### src/rtl/gmii_rx_frame_monitor.sv
// Passive GMII receive monitor: checks preamble/SFD framing, length, rx_er and FCS, and counts frames.
// Define GMII_RX_MONITOR_CRC_CHECK_EN to include the FCS checker; otherwise the FCS is ignored.
module gmii_rx_frame_monitor #(
  parameter int COUNT_WIDTH       = 16,
  parameter int MIN_FRAME_LEN     = 64,
  parameter int MAX_FRAME_LEN     = 1518,
  parameter int LED_STRETCH_TICKS = 12500000
) (
  input  logic                   i_clock,
  input  logic                   i_reset_n,
  input  logic [7:0]             i_gmii_rxd,
  input  logic                   i_gmii_rx_dv,
  input  logic                   i_gmii_rx_er,
  output logic                   o_frame_valid,
  output logic                   o_frame_error,
  output logic [15:0]            o_frame_length,
  output logic [COUNT_WIDTH-1:0] o_good_count,
  output logic [COUNT_WIDTH-1:0] o_bad_count,
  output logic [COUNT_WIDTH-1:0] o_crc_error_count,
  output logic                   o_led_activity
);

  localparam logic [1:0] IDLE     = 2'd0;
  localparam logic [1:0] PREAMBLE = 2'd1;
  localparam logic [1:0] DATA     = 2'd2;
  localparam logic [1:0] DISCARD  = 2'd3;

  localparam logic [15:0] MinLen = 16'(MIN_FRAME_LEN);
  localparam logic [15:0] MaxLen = 16'(MAX_FRAME_LEN);
  localparam int LedW = $clog2(LED_STRETCH_TICKS + 1);
  localparam logic [LedW-1:0] LedTicks = LedW'(LED_STRETCH_TICKS);
  localparam logic [LedW-1:0] LedOne = LedW'(1);
  localparam logic [COUNT_WIDTH-1:0] CntOne = COUNT_WIDTH'(1);

  logic [1:0]             state_q, state_d;
  logic [2:0]             run_q, run_d;
  logic [15:0]            len_q, len_d;
  logic                   err_q, err_d;
  logic [15:0]            frame_len_q, frame_len_d;
  logic                   valid_q, valid_d;
  logic                   error_q, error_d;
  logic [COUNT_WIDTH-1:0] good_q, good_d;
  logic [COUNT_WIDTH-1:0] bad_q, bad_d;
  logic [LedW-1:0]        led_q, led_d;
  logic                   frame_end;
  logic                   data_end;
  logic                   good_end;
  logic                   crc_ok;

  // Framing FSM; frame_end marks every return to IDLE that closes a burst, data_end only those from DATA.
  always_comb begin
    state_d   = state_q;
    run_d     = run_q;
    len_d     = len_q;
    err_d     = err_q;
    frame_end = 1'b0;
    data_end  = 1'b0;
    case (state_q)
      IDLE: begin
        if (i_gmii_rx_dv) begin
          if (i_gmii_rxd == 8'h55) begin
            state_d = PREAMBLE;
            run_d   = 3'd1;
          end else begin
            state_d = DISCARD;
          end
        end
      end
      PREAMBLE: begin
        if (!i_gmii_rx_dv) begin
          state_d   = IDLE;
          frame_end = 1'b1;
        end else if (i_gmii_rx_er) begin
          state_d = DISCARD;
        end else if (i_gmii_rxd == 8'hD5) begin
          state_d = DATA;
          len_d   = '0;
          err_d   = 1'b0;
        end else if (i_gmii_rxd == 8'h55 && run_q != 3'd7) begin
          run_d = run_q + 3'd1;
        end else begin
          state_d = DISCARD;
        end
      end
      DATA: begin
        if (!i_gmii_rx_dv) begin
          state_d   = IDLE;
          frame_end = 1'b1;
          data_end  = 1'b1;
        end else begin
          if (len_q != 16'hFFFF) len_d = len_q + 16'd1;
          if (i_gmii_rx_er) err_d = 1'b1;
        end
      end
      DISCARD: begin
        if (!i_gmii_rx_dv) begin
          state_d   = IDLE;
          frame_end = 1'b1;
        end
      end
      default: state_d = IDLE;
    endcase
  end

  assign good_end = data_end && !err_q && (len_q >= MinLen) && (len_q <= MaxLen) && crc_ok;

  always_comb begin
    valid_d     = 1'b0;
    error_d     = 1'b0;
    good_d      = good_q;
    bad_d       = bad_q;
    frame_len_d = frame_len_q;
    led_d       = led_q;
    if (data_end) frame_len_d = len_q;
    if (good_end) begin
      valid_d = 1'b1;
      if (good_q != '1) good_d = good_q + CntOne;
    end else if (frame_end) begin
      error_d = 1'b1;
      if (bad_q != '1) bad_d = bad_q + CntOne;
    end
    // A frame end reload takes priority over the stretch decrement.
    if (frame_end) led_d = LedTicks;
    else if (led_q != '0) led_d = led_q - LedOne;
  end

  always_ff @(posedge i_clock) begin
    if (!i_reset_n) begin
      state_q     <= IDLE;
      run_q       <= '0;
      len_q       <= '0;
      err_q       <= 1'b0;
      frame_len_q <= '0;
      valid_q     <= 1'b0;
      error_q     <= 1'b0;
      good_q      <= '0;
      bad_q       <= '0;
      led_q       <= '0;
    end else begin
      state_q     <= state_d;
      run_q       <= run_d;
      len_q       <= len_d;
      err_q       <= err_d;
      frame_len_q <= frame_len_d;
      valid_q     <= valid_d;
      error_q     <= error_d;
      good_q      <= good_d;
      bad_q       <= bad_d;
      led_q       <= led_d;
    end
  end

`ifdef GMII_RX_MONITOR_CRC_CHECK_EN
  logic [31:0]            crc_q, crc_d;
  logic [COUNT_WIDTH-1:0] crc_cnt_q, crc_cnt_d;

  function automatic logic [31:0] crc_byte(input logic [31:0] crc, input logic [7:0] data);
    logic [31:0] c;
    c = crc ^ {24'd0, data};
    for (int b = 0; b < 8; b++) begin
      c = c[0] ? ((c >> 1) ^ 32'hEDB88320) : (c >> 1);
    end
    return c;
  endfunction

  // The CRC runs over the FCS too, so an intact frame leaves the fixed residue behind.
  always_comb begin
    crc_d     = crc_q;
    crc_cnt_d = crc_cnt_q;
    if (state_q == PREAMBLE && state_d == DATA) crc_d = 32'hFFFFFFFF;
    else if (state_q == DATA && i_gmii_rx_dv) crc_d = crc_byte(crc_q, i_gmii_rxd);
    if (data_end && !crc_ok && crc_cnt_q != '1) crc_cnt_d = crc_cnt_q + CntOne;
  end

  always_ff @(posedge i_clock) begin
    if (!i_reset_n) begin
      crc_q     <= 32'hFFFFFFFF;
      crc_cnt_q <= '0;
    end else begin
      crc_q     <= crc_d;
      crc_cnt_q <= crc_cnt_d;
    end
  end

  assign crc_ok            = (crc_q == 32'hDEBB20E3);
  assign o_crc_error_count = crc_cnt_q;
`else
  assign crc_ok            = 1'b1;
  assign o_crc_error_count = '0;
`endif

  assign o_frame_valid  = valid_q;
  assign o_frame_error  = error_q;
  assign o_frame_length = frame_len_q;
  assign o_good_count   = good_q;
  assign o_bad_count    = bad_q;
  assign o_led_activity = (led_q != '0);

endmodule

### config.mk
export PLATFORM = sky130hd
export DESIGN_NAME = gmii_rx_frame_monitor
export DESIGN_NICKNAME = d
export VERILOG_FILES = /design/src/rtl/gmii_rx_frame_monitor.sv
export SDC_FILE = /design/constraint.sdc
export NUM_CORES = 1
export LEC_CHECK = 0
export ABC_AREA = 1
export CAP_MARGIN = 25
export CORE_UTILIZATION = 41
export DETAILED_ROUTE_END_ITERATION = 12
export GPL_TIMING_DRIVEN = 0
export PLACE_DENSITY = 0.76
export SLEW_MARGIN = 20
export SYNTH_ARGS = -nofsm -noshare
export SYNTH_HDL_FRONTEND = slang
export SYNTH_SLANG_ARGS = --single-unit
export TNS_END_PERCENT = 1
### constraint.sdc
create_clock -name i_clock -period 1.5 [get_ports i_clock]
set_input_delay 0.3 -clock i_clock [delete_from_list [all_inputs] [get_ports i_clock]]
set_output_delay 0.3 -clock i_clock [all_outputs]
set_load 0.02 [all_outputs]
==> metrics.md, run 1 <==
| Metric | Value |
|---|---|
| Clk Latency, worst-skew pair | `0.36 ns` |
| Share of flip-flops with an asynchronous set or reset | `0%` |
| GRT overflow | `0` |
| Dpl cells | `1130` |
| Flop pwr share | `37.6%` |
| Final Hold Fails | `0` |
| EDFF count, synth | `0` |
| Setup ws final | `-0.234 ns` |
| Maximum root-to-sink buffer count | `2` |
| Vias | `5892` |
| Core Area | `13500 sq um` |
| GR Util All Layers | `21.3%` |
| Final period utilization | `116%` |
| Peak VDD IR | `0.748 mV` |
| Critical Path Start Type | `register` |
| Number of placement rows | `42` |
| F_max | `577 MHz` |
| # IOs | `79` |
| Worst hold path type | `input pin to register` |
| IO Port Bufs | `61` |
| Sum of buffers and inverters on the critical path | `1` |
| Power per Cell Area | `1160 nW/um^2` |
| Crit path required time | `1.20 ns` |
| Drt first pass iters | `6` |
| Comb pwr share | `33.7%` |
| Unique cell type count in the Yosys netlist | `38` |
| Vias per cell | `5.10` |
| Sw frac | `36.6%` |
| Worst Clk Skew | `0.0113 ns` |
| Register area share after synthesis | `33.5%` |
| Clk pwr share | `28.7%` |
| Drc violations | `0` |
| Final nets | `996` |
| Clk sink count | `96` |
| Pleak | `3.05 nW` |
| Starting Density | `42.6%` |
| Crit path max fanout | `4` |
| Yosys reg bits | `96` |
| First-pass GRT wire length | `24900 um` |
| Register area | `1980 sq um` |
| Primary FF master, synth | `dfxtp_1` |
| Worst path slowest cell | `dfxtp_1` |
| Worst Setup End Kind | `output pin` |
| Worst-path cell chain | `nor2_1 > nand2_1 > nor2_4 > nand3_2 > buf_6` |
| Mapped Avg Cell Area | `6.53 sq um` |
| Antenna Nets Post-Route | `0` |
| Cell area after synthesis | `5730 sq um` |
| Total power | `8.41 mW` |
| Area growth, synth to finish | `26.4%` |
| Outcome | `finished, violations left` |
| Tmin final | `1.73 ns` |
| Switching power total | `3.08 mW` |
| CTS tree | `built` |
| Cells after synthesis | `878` |
| Detailed-route wire length | `15300 um` |
| Worst-Margin Slew | `0.572 ns` |
| Design Area, Final | `7240 sq um` |
| Rel. slew slack | `61.9%` |
| Internal power | `5.33 mW` |
| Arr. time, crit path | `1.43 ns` |
| Max cap viols | `0` |
| Initial antenna violation count | `0` |
| CTS H-tree depth | `3` |
| DRC marker count from the first detailed-route iteration | `553` |
| Die ar. | `14500 sq um` |
| Wire per inst | `13.2 um` |
| Non-filler cells, final | `1156` |
| Violated checks | `setup timing` |
| N_diodes | `0` |
| Clock buffer count from CTS | `9` |
| RSZ-0062 raised after global routing | `true` |
| Endpoints failing setup | `58` |
| Root Buffer | `clkbuf_16` |
| Die Ht | `120 um` |
| Crit path kind | `register to output pin` |
| Vias in the first global route | `5312` |
| Gpl congestion | `0.917` |
| Fill cells | `1362` |
| Ys Warns | `0` |
| Post-detail-place hpwl | `11000 um` |
| Largest net degree at the start of global routing | `16` |
| Worst path max stage delay | `0.33 ns` |
| Multi-input logic area | `3520 sq um` |
| Chip Width | `120 um` |
| Post-route core utilization | `53.8%` |
| Share of cells above drive strength 1 | `17.6%` |
| Delay-heaviest family, CP | `simple AND/OR/NAND/NOR gates` |
| Placement Cell Area | `6700 sq um` |
| CTS clk-pin slew, worst paths | `0.07 ns` |
| Max Slew Vio Count | `0` |
-- cell type report --
class                   count  share of cell area (%)
multi-input cells         678                    48.7
flip-flops and latches     96                    27.3
repair buffers             72                    8.42
plain buffers              45                    4.42
inverters                  74                    3.89
clock buffers              13                    3.73
well taps                 176                    3.04
clock inverters             2                   0.536
-- worst reg2reg max path, stage by stage, from the launching register on --
cell and delay [ns]:
dfxtp_4 0.39, ha_4 0.15, inv_2 0.04, nor2_4 0.13, nand3b_4 0.12, nor2_4 0.14
nand2_4 0.08, nand3_4 0.15, inv_4 0.06, buf_6 0.14, nand2_1 0.06, a21oi_1 0.06
-- timing repair --
item	4_1_cts	5_1_grt
hold buffers	0	0
gates resized for setup	114	47
pin swaps	8	13
endpoints found under the setup margin	143	103
endpoints found under the hold margin	0	0
buffers inserted	1	10
-- sequential cells by signal, indices dropped and copies added (netlist names) --
register,cells
o_frame_length,16
run_q,3
led_q,24
o_bad_count,16
len_q,16
o_frame_error,1
o_good_count,16
err_q,1
state_q,2
o_frame_valid,1
-- final timing paths --
kind / start / end / slack (ns) / cells after the start
worst max-delay path: led_q[15]$_SDFFE_PN0P_ / o_led_activity / -0.23 / 5
worst min-delay path: i_reset_n / o_frame_length[7]$_SDFFE_PN0N_ / 0.36 / 3
worst max register to register: len_q[0]$_SDFFE_PN0P_ / len_q[9]$_SDFFE_PN0P_ / -0.18 / 11
worst min register to register: led_q[0]$_SDFFE_PP0P_ / led_q[0]$_SDFFE_PP0P_ / 0.48 / 1
-- kinds of logic after synthesis --
family | Yosys count | share of synthesized area (%)
compound gates | 115 | 10.6
simple gates | 511 | 40.0
buf+inv | 119 | 9.76
flops | 96 | 33.5
xor+xnor | 28 | 4.28
other cells | 1 | 0.0655
fa+ha+maj | 8 | 1.75
-- stage by stage --
| step | TNS [ns] | setup WS [ns] | hold WS [ns] |
|---|---|---|---|
| 6_report | -4.48 | -0.234 | 0.363 |
| 4_1_cts | -6.72 | -0.262 | 0.342 |
| 3_5_place_dp | -43.53 | -0.583 | 0.485 |
| 5_1_grt | -12.59 | -0.295 | 0.370 |
| 3_3_place_gp | -43.45 | -0.576 | 0.473 |
| 2_1_floorplan | -0.419 | -0.0188 | 0.449 |
-- cells in the final DEF (no fill, tap or decap), types with 8 or more instances in the layout --
master,count
a21oi_1,74
buf_4,33
conb_1,16
dlygate4sd2_1,48
xor2_1,17
dfxtp_4,8
nor2_1,141
clkbuf_16,9
nand2_1,212
o21ai_0,29
nand3_1,40
inv_2,13
clkbuf_1,11
dfxtp_1,69
inv_1,59
nand4_1,48
nand3_2,10
nor2_4,13
dfxtp_2,19
xnor2_1,11
nor2_2,11
clkbuf_2,8
-- power by group through the flow --
stage / sequential [mW] / clock (mW) / combinational (mW)
2_1_floorplan: 3.15 / 0 / 1.97
3_3_place_gp: 3.18 / 0 / 2.57
3_5_place_dp: 3.18 / 0 / 2.59
4_1_cts: 3.13 / 2.46 / 2.67
5_1_grt: 3.20 / 2.55 / 3.18
6_report: 3.16 / 2.41 / 2.83
-- synth_stat cells, types with 5 or more instances --
cell type / n / share of area (%)
nand4_1: 48 / 5.2
nand3_1: 48 / 4.2
nand3b_1: 7 / 0.92
dfxtp_1: 96 / 34
inv_1: 68 / 4.5
nor2_1: 155 / 10
a21oi_1: 74 / 6.5
ha_1: 8 / 1.7
nor2_2: 7 / 0.76
inv_2: 5 / 0.33
clkbuf_1: 15 / 0.98
o21ai_0: 33 / 2.9
nor3_1: 10 / 0.87
buf_2: 9 / 0.79
xnor2_1: 11 / 1.7
xor2_1: 17 / 2.6
buf_4: 16 / 2.1
nand2_1: 215 / 14
-- routing by layer --
layer	global-route usage, %	vias up	routed length, um
li1	-	3031	-
met1	27.2	2698	6920
met2	36.2	147	7410
met3	4.91	16	793
met4	4.86	0	165
met5	0	-	0
Note: power is estimated with default switching activity, not from simulation.
==> inputs of run 2 (changes only) <==
ABC_AREA = default   (was 1)
CAP_MARGIN = default   (was 25)
PLACE_DENSITY = default   (was 0.76)
PLACE_DENSITY_LB_ADDON = 0.3   (was default)
==> run 2 against run 1 <==
The flow finishes with violations (DRC, setup timing); power down 12%; final cell count down 26%; first-iteration DRC count down 51%; critical path depth up 2; clock power up 5%; largest cell class unchanged; sequential cell count unchanged; final area down 7.9%; register-to-register slack worse by 0.37 ns.
==> metrics.md, run 2 <==
| Metric | Value |
|---|---|
| Most common cell in the netlist | `dfxtp_1` |
| Worst path slowest cell | `or4_1` |
| EDFF count, synth | `0 (unchanged)` |
| Placement Cell Area | `5770 sq um (-14%)` |
| Worst Setup End Kind | `register` |
| Most common cell after layout, fill and taps aside | `dfxtp_1` |
| Gpl congestion | `0.860 (-6.3%)` |
| # IOs | `79 (unchanged)` |
| DRC marker count from the first detailed-route iteration | `269 (-51%)` |
| Sw frac | `30.9% (-5.7 points)` |
| Vias | `4869 (-17%)` |
| Vias in the first global route | `4542 (-14%)` |
| Root Buffer | `clkbuf_16` |
| Fill cells | `1011 (-26%)` |
| Critical path startpoint | `len_q[3]$_SDFFE_PN0P_` |
| Maximum root-to-sink buffer count | `2 (unchanged)` |
| CTS clk-pin slew, worst paths | `0.07 ns (about the same)` |
| Peak VDD IR | `0.567 mV (-24%)` |
| Number of placement rows | `39 (-7.1%)` |
| Wire per inst | `15.8 um (+19%)` |
| GRT overflow | `0 (unchanged)` |
| Violated checks | `DRC, setup timing` |
| Chip Width | `111 um (-7.5%)` |
| F_max | `488 MHz (-15%)` |
| Crit path kind | `register to register` |
| Die Ht | `111 um (-7.5%)` |
| Antenna Nets Post-Route | `0 (unchanged)` |
| Reg2reg start | `len_q[3]$_SDFFE_PN0P_` |
| Final Hold Fails | `0 (unchanged)` |
| Setup ws final | `-0.547 ns (-0.314 ns)` |
| Commonest non-fill, non-tap cells in the layout | `dfxtp_1 (78), nand2_1 (66), a21oi_1 (58)` |
| Cell area after synthesis | `4890 sq um (-15%)` |
| CTS H-tree depth | `3 (unchanged)` |
| Area growth, synth to finish | `36.4%` |
| Post-detail-place hpwl | `9000 um (-18%)` |
| Unique cell type count in the Yosys netlist | `50 (+32%)` |
| GR Util All Layers | `22.0% (+0.72 points)` |
| RSZ-0062 raised after global routing | `true` |
| Clk Latency, worst-skew pair | `0.35 ns (about the same)` |
| Cells after synthesis | `607 (-31%)` |
| N_diodes | `0 (unchanged)` |
| Largest net degree at the start of global routing | `17 (+1)` |
| Largest Register | `led_q` |
| Comb pwr share | `25.0% (-8.7 points)` |
| Worst Clk Skew | `0.00904 ns (-0.00227 ns)` |
| Hold Buf Count CTS | `0 (unchanged)` |
| Switching power total | `2.29 mW (-25%)` |
| Crit path required time | `1.78 ns (+0.58 ns)` |
| Arr. time, crit path | `2.33 ns (+0.90 ns)` |
| Vias per cell | `5.66 (+11%)` |
| Core Area | `11500 sq um (-14%)` |
| Worst hold path type | `input pin to register` |
| Leading post-synthesis cells by cell area | `dfxtp_1 (39%), a21oi_1 (6.6%), nand2_1 (5.1%), nor2_1 (3.2%), or3_1 (3.1%)` |
| Share of flip-flops with an asynchronous set or reset | `0% (unchanged)` |
| Yosys top cell area share | `39.3% (+5.8 points)` |
| Register area share after synthesis | `39.3% (+5.8 points)` |
| Max cap viols | `0 (unchanged)` |
| Clock buffer count from CTS | `9 (unchanged)` |
| Crit path max fanout | `10 (+6)` |
| Worst path max stage delay | `0.47 ns (+0.14 ns)` |
| Critical Path Start Type | `register` |
| Outcome | `finished, violations left` |
| Clk sink count | `96 (unchanged)` |
| Detailed-route wire length | `13500 um (-11%)` |
| Power per Cell Area | `1110 nW/um^2 (-4.1%)` |
| Endpoints failing setup | `87 (+50%)` |
| Final nets | `732 (-27%)` |
| Synth top cells by count | `dfxtp_1 (96), nand2_1 (66), a21oi_1 (64)` |
| Ys Warns | `0 (unchanged)` |
| Tmin final | `2.05 ns (+0.314 ns)` |
| Clk pwr share | `34.3% (+5.6 points)` |
| Internal power | `5.13 mW (-3.8%)` |
| Die ar. | `12400 sq um (-14%)` |
| Drc violations | `4 (+4)` |
| Starting Density | `42.5% (-0.13 points)` |
| Hold slack | `0.241 ns (-0.122 ns)` |
| Max Slew Vio Count | `0 (unchanged)` |
| Worst-path cell chain | `a41oi_2 > nor3_4 > buf_4 > or3_4 > buf_6 > or4_1 > a21oi_1` |
| Yosys reg bits | `96 (unchanged)` |
| Max FFs per register | `24 (unchanged)` |
| Pleak | `2.58 nW (-15%)` |
| CTS tree | `built` |
| Share of cells above drive strength 1 | `22.0% (+4.5 points)` |
| Hold wc startpoint | `i_gmii_rx_dv` |
| Final period utilization | `136% (+21 points)` |
| Primary FF master, synth | `dfxtp_1` |
| Flop pwr share | `40.8% (+3.2 points)` |
| Yosys top cell by area | `dfxtp_1` |
| Worst-Margin Slew | `0.684 ns (+0.112 ns)` |
| Drt first pass iters | `9 (+3)` |
| Design Area, Final | `6670 sq um (-7.9%)` |
| Mapped Avg Cell Area | `8.06 sq um (+23%)` |
| First-pass GRT wire length | `22200 um (-11%)` |
| Initial antenna violation count | `0 (unchanged)` |
| IO Port Bufs | `61 (unchanged)` |
| Rel. slew slack | `54.2% (-7.6 points)` |
[run 2: cell types whose count changed after synthesis, sizes merged, moves of 9 or more]
cell	before	now
nand2	220	66
nor2	165	42
inv	73	12
nand4	49	21
nand3	53	27
or3	0	24
or4	0	18
nand2b	0	14
o211ai	1	15
a21oi	77	64
o31ai	0	13
nor4	1	13
o21ai	35	26
[run 2: cells by family after synthesis]
kind of cell	Yosys count	share of synthesized area [%]
compound gates	140	17.2
xor+xnor	22	3.94
fa+ha+maj	8	2.05
buf+inv	65	6.53
flops	96	39.3
mux	7	1.43
other cells	1	0.0767
simple gates	268	29.5
[run 2: routing by layer]
metal	track usage [%]	part of all wire, %
met2	35.7	49
met5	0	0
met1	28.3	45
met3	4.65	4.2
met4	8.92	2.0
[run 2: worst paths after layout]
kind	endpoint	slack, ns	depth (start not counted)
max reg2reg	o_good_count[8]$_SDFFE_PN0P_	-0.55	7
min reg2reg	o_frame_length[3]$_SDFFE_PN0N_	0.46	2
max	o_good_count[8]$_SDFFE_PN0P_	-0.55	7
min	state_q[1]$_SDFFE_PN0P_	0.24	3
[run 2: critical path: cells and delay by family (launching register included)]
| family | cells | cell delay (ns) |
|---|---|---|
| flops | 1 | 0.36 |
| simple gates | 3 | 0.92 |
| compound gates | 2 | 0.40 |
| buf+inv | 2 | 0.29 |
[run 2: power groups by stage]
stage          Sequential [mW]  Clock, mW  Combinational, mW
3_3_place_gp              2.99          0               1.39
4_1_cts                   3.02       2.57               1.76
6_report                  3.03       2.54               1.85
3_5_place_dp              3.00          0               1.42
5_1_grt                   3.06       2.70               2.03
2_1_floorplan             2.96          0               1.14
[run 2: per-stage QoR]
step / setup slack [ns] / std cells / setup TNS, ns / utilization, % / power, mW
6_report: -0.547 / 860 / -29.30 / 57.9 / 7.42
5_1_grt: -0.615 / 860 / -39.20 / 57.9 / 7.79
4_1_cts: -0.532 / 853 / -26.44 / 56.7 / 7.34
3_5_place_dp: -1.13 / 826 / -75.47 / 50.1 / 4.43
3_3_place_gp: -1.08 / 826 / -71.45 / 50.1 / 4.38
2_1_floorplan: -0.501 / 622 / -25.49 / - / 4.10
[run 2: timing repair]
item                       4_1_cts  5_1_grt
resized for setup              175       26
setup endpoints to repair      147       93
cloned                           1        0
setup buffers                   14        7
pin swaps                       57       22
[run 2: cell type report]
class                           count  area (sq um)  area share [%]
Tap cell                          143           179            2.68
Sequential cell                    96          1950            29.2
Timing Repair Buffer               83           723            10.8
Inverter                           12          45.0           0.676
Clock inverter                      6          91.3            1.37
Multi-Input combinational cell    461          3040            45.6
Buffer                             49           400            6.00
Clock buffer                       10           239            3.58
==> inputs of run 3 (changes only) <==
CTS_CLUSTER_DIAMETER = 30   (was default)
==> results of run 3 <==
Final layout, timing and power as in run 2 (identical DEF).
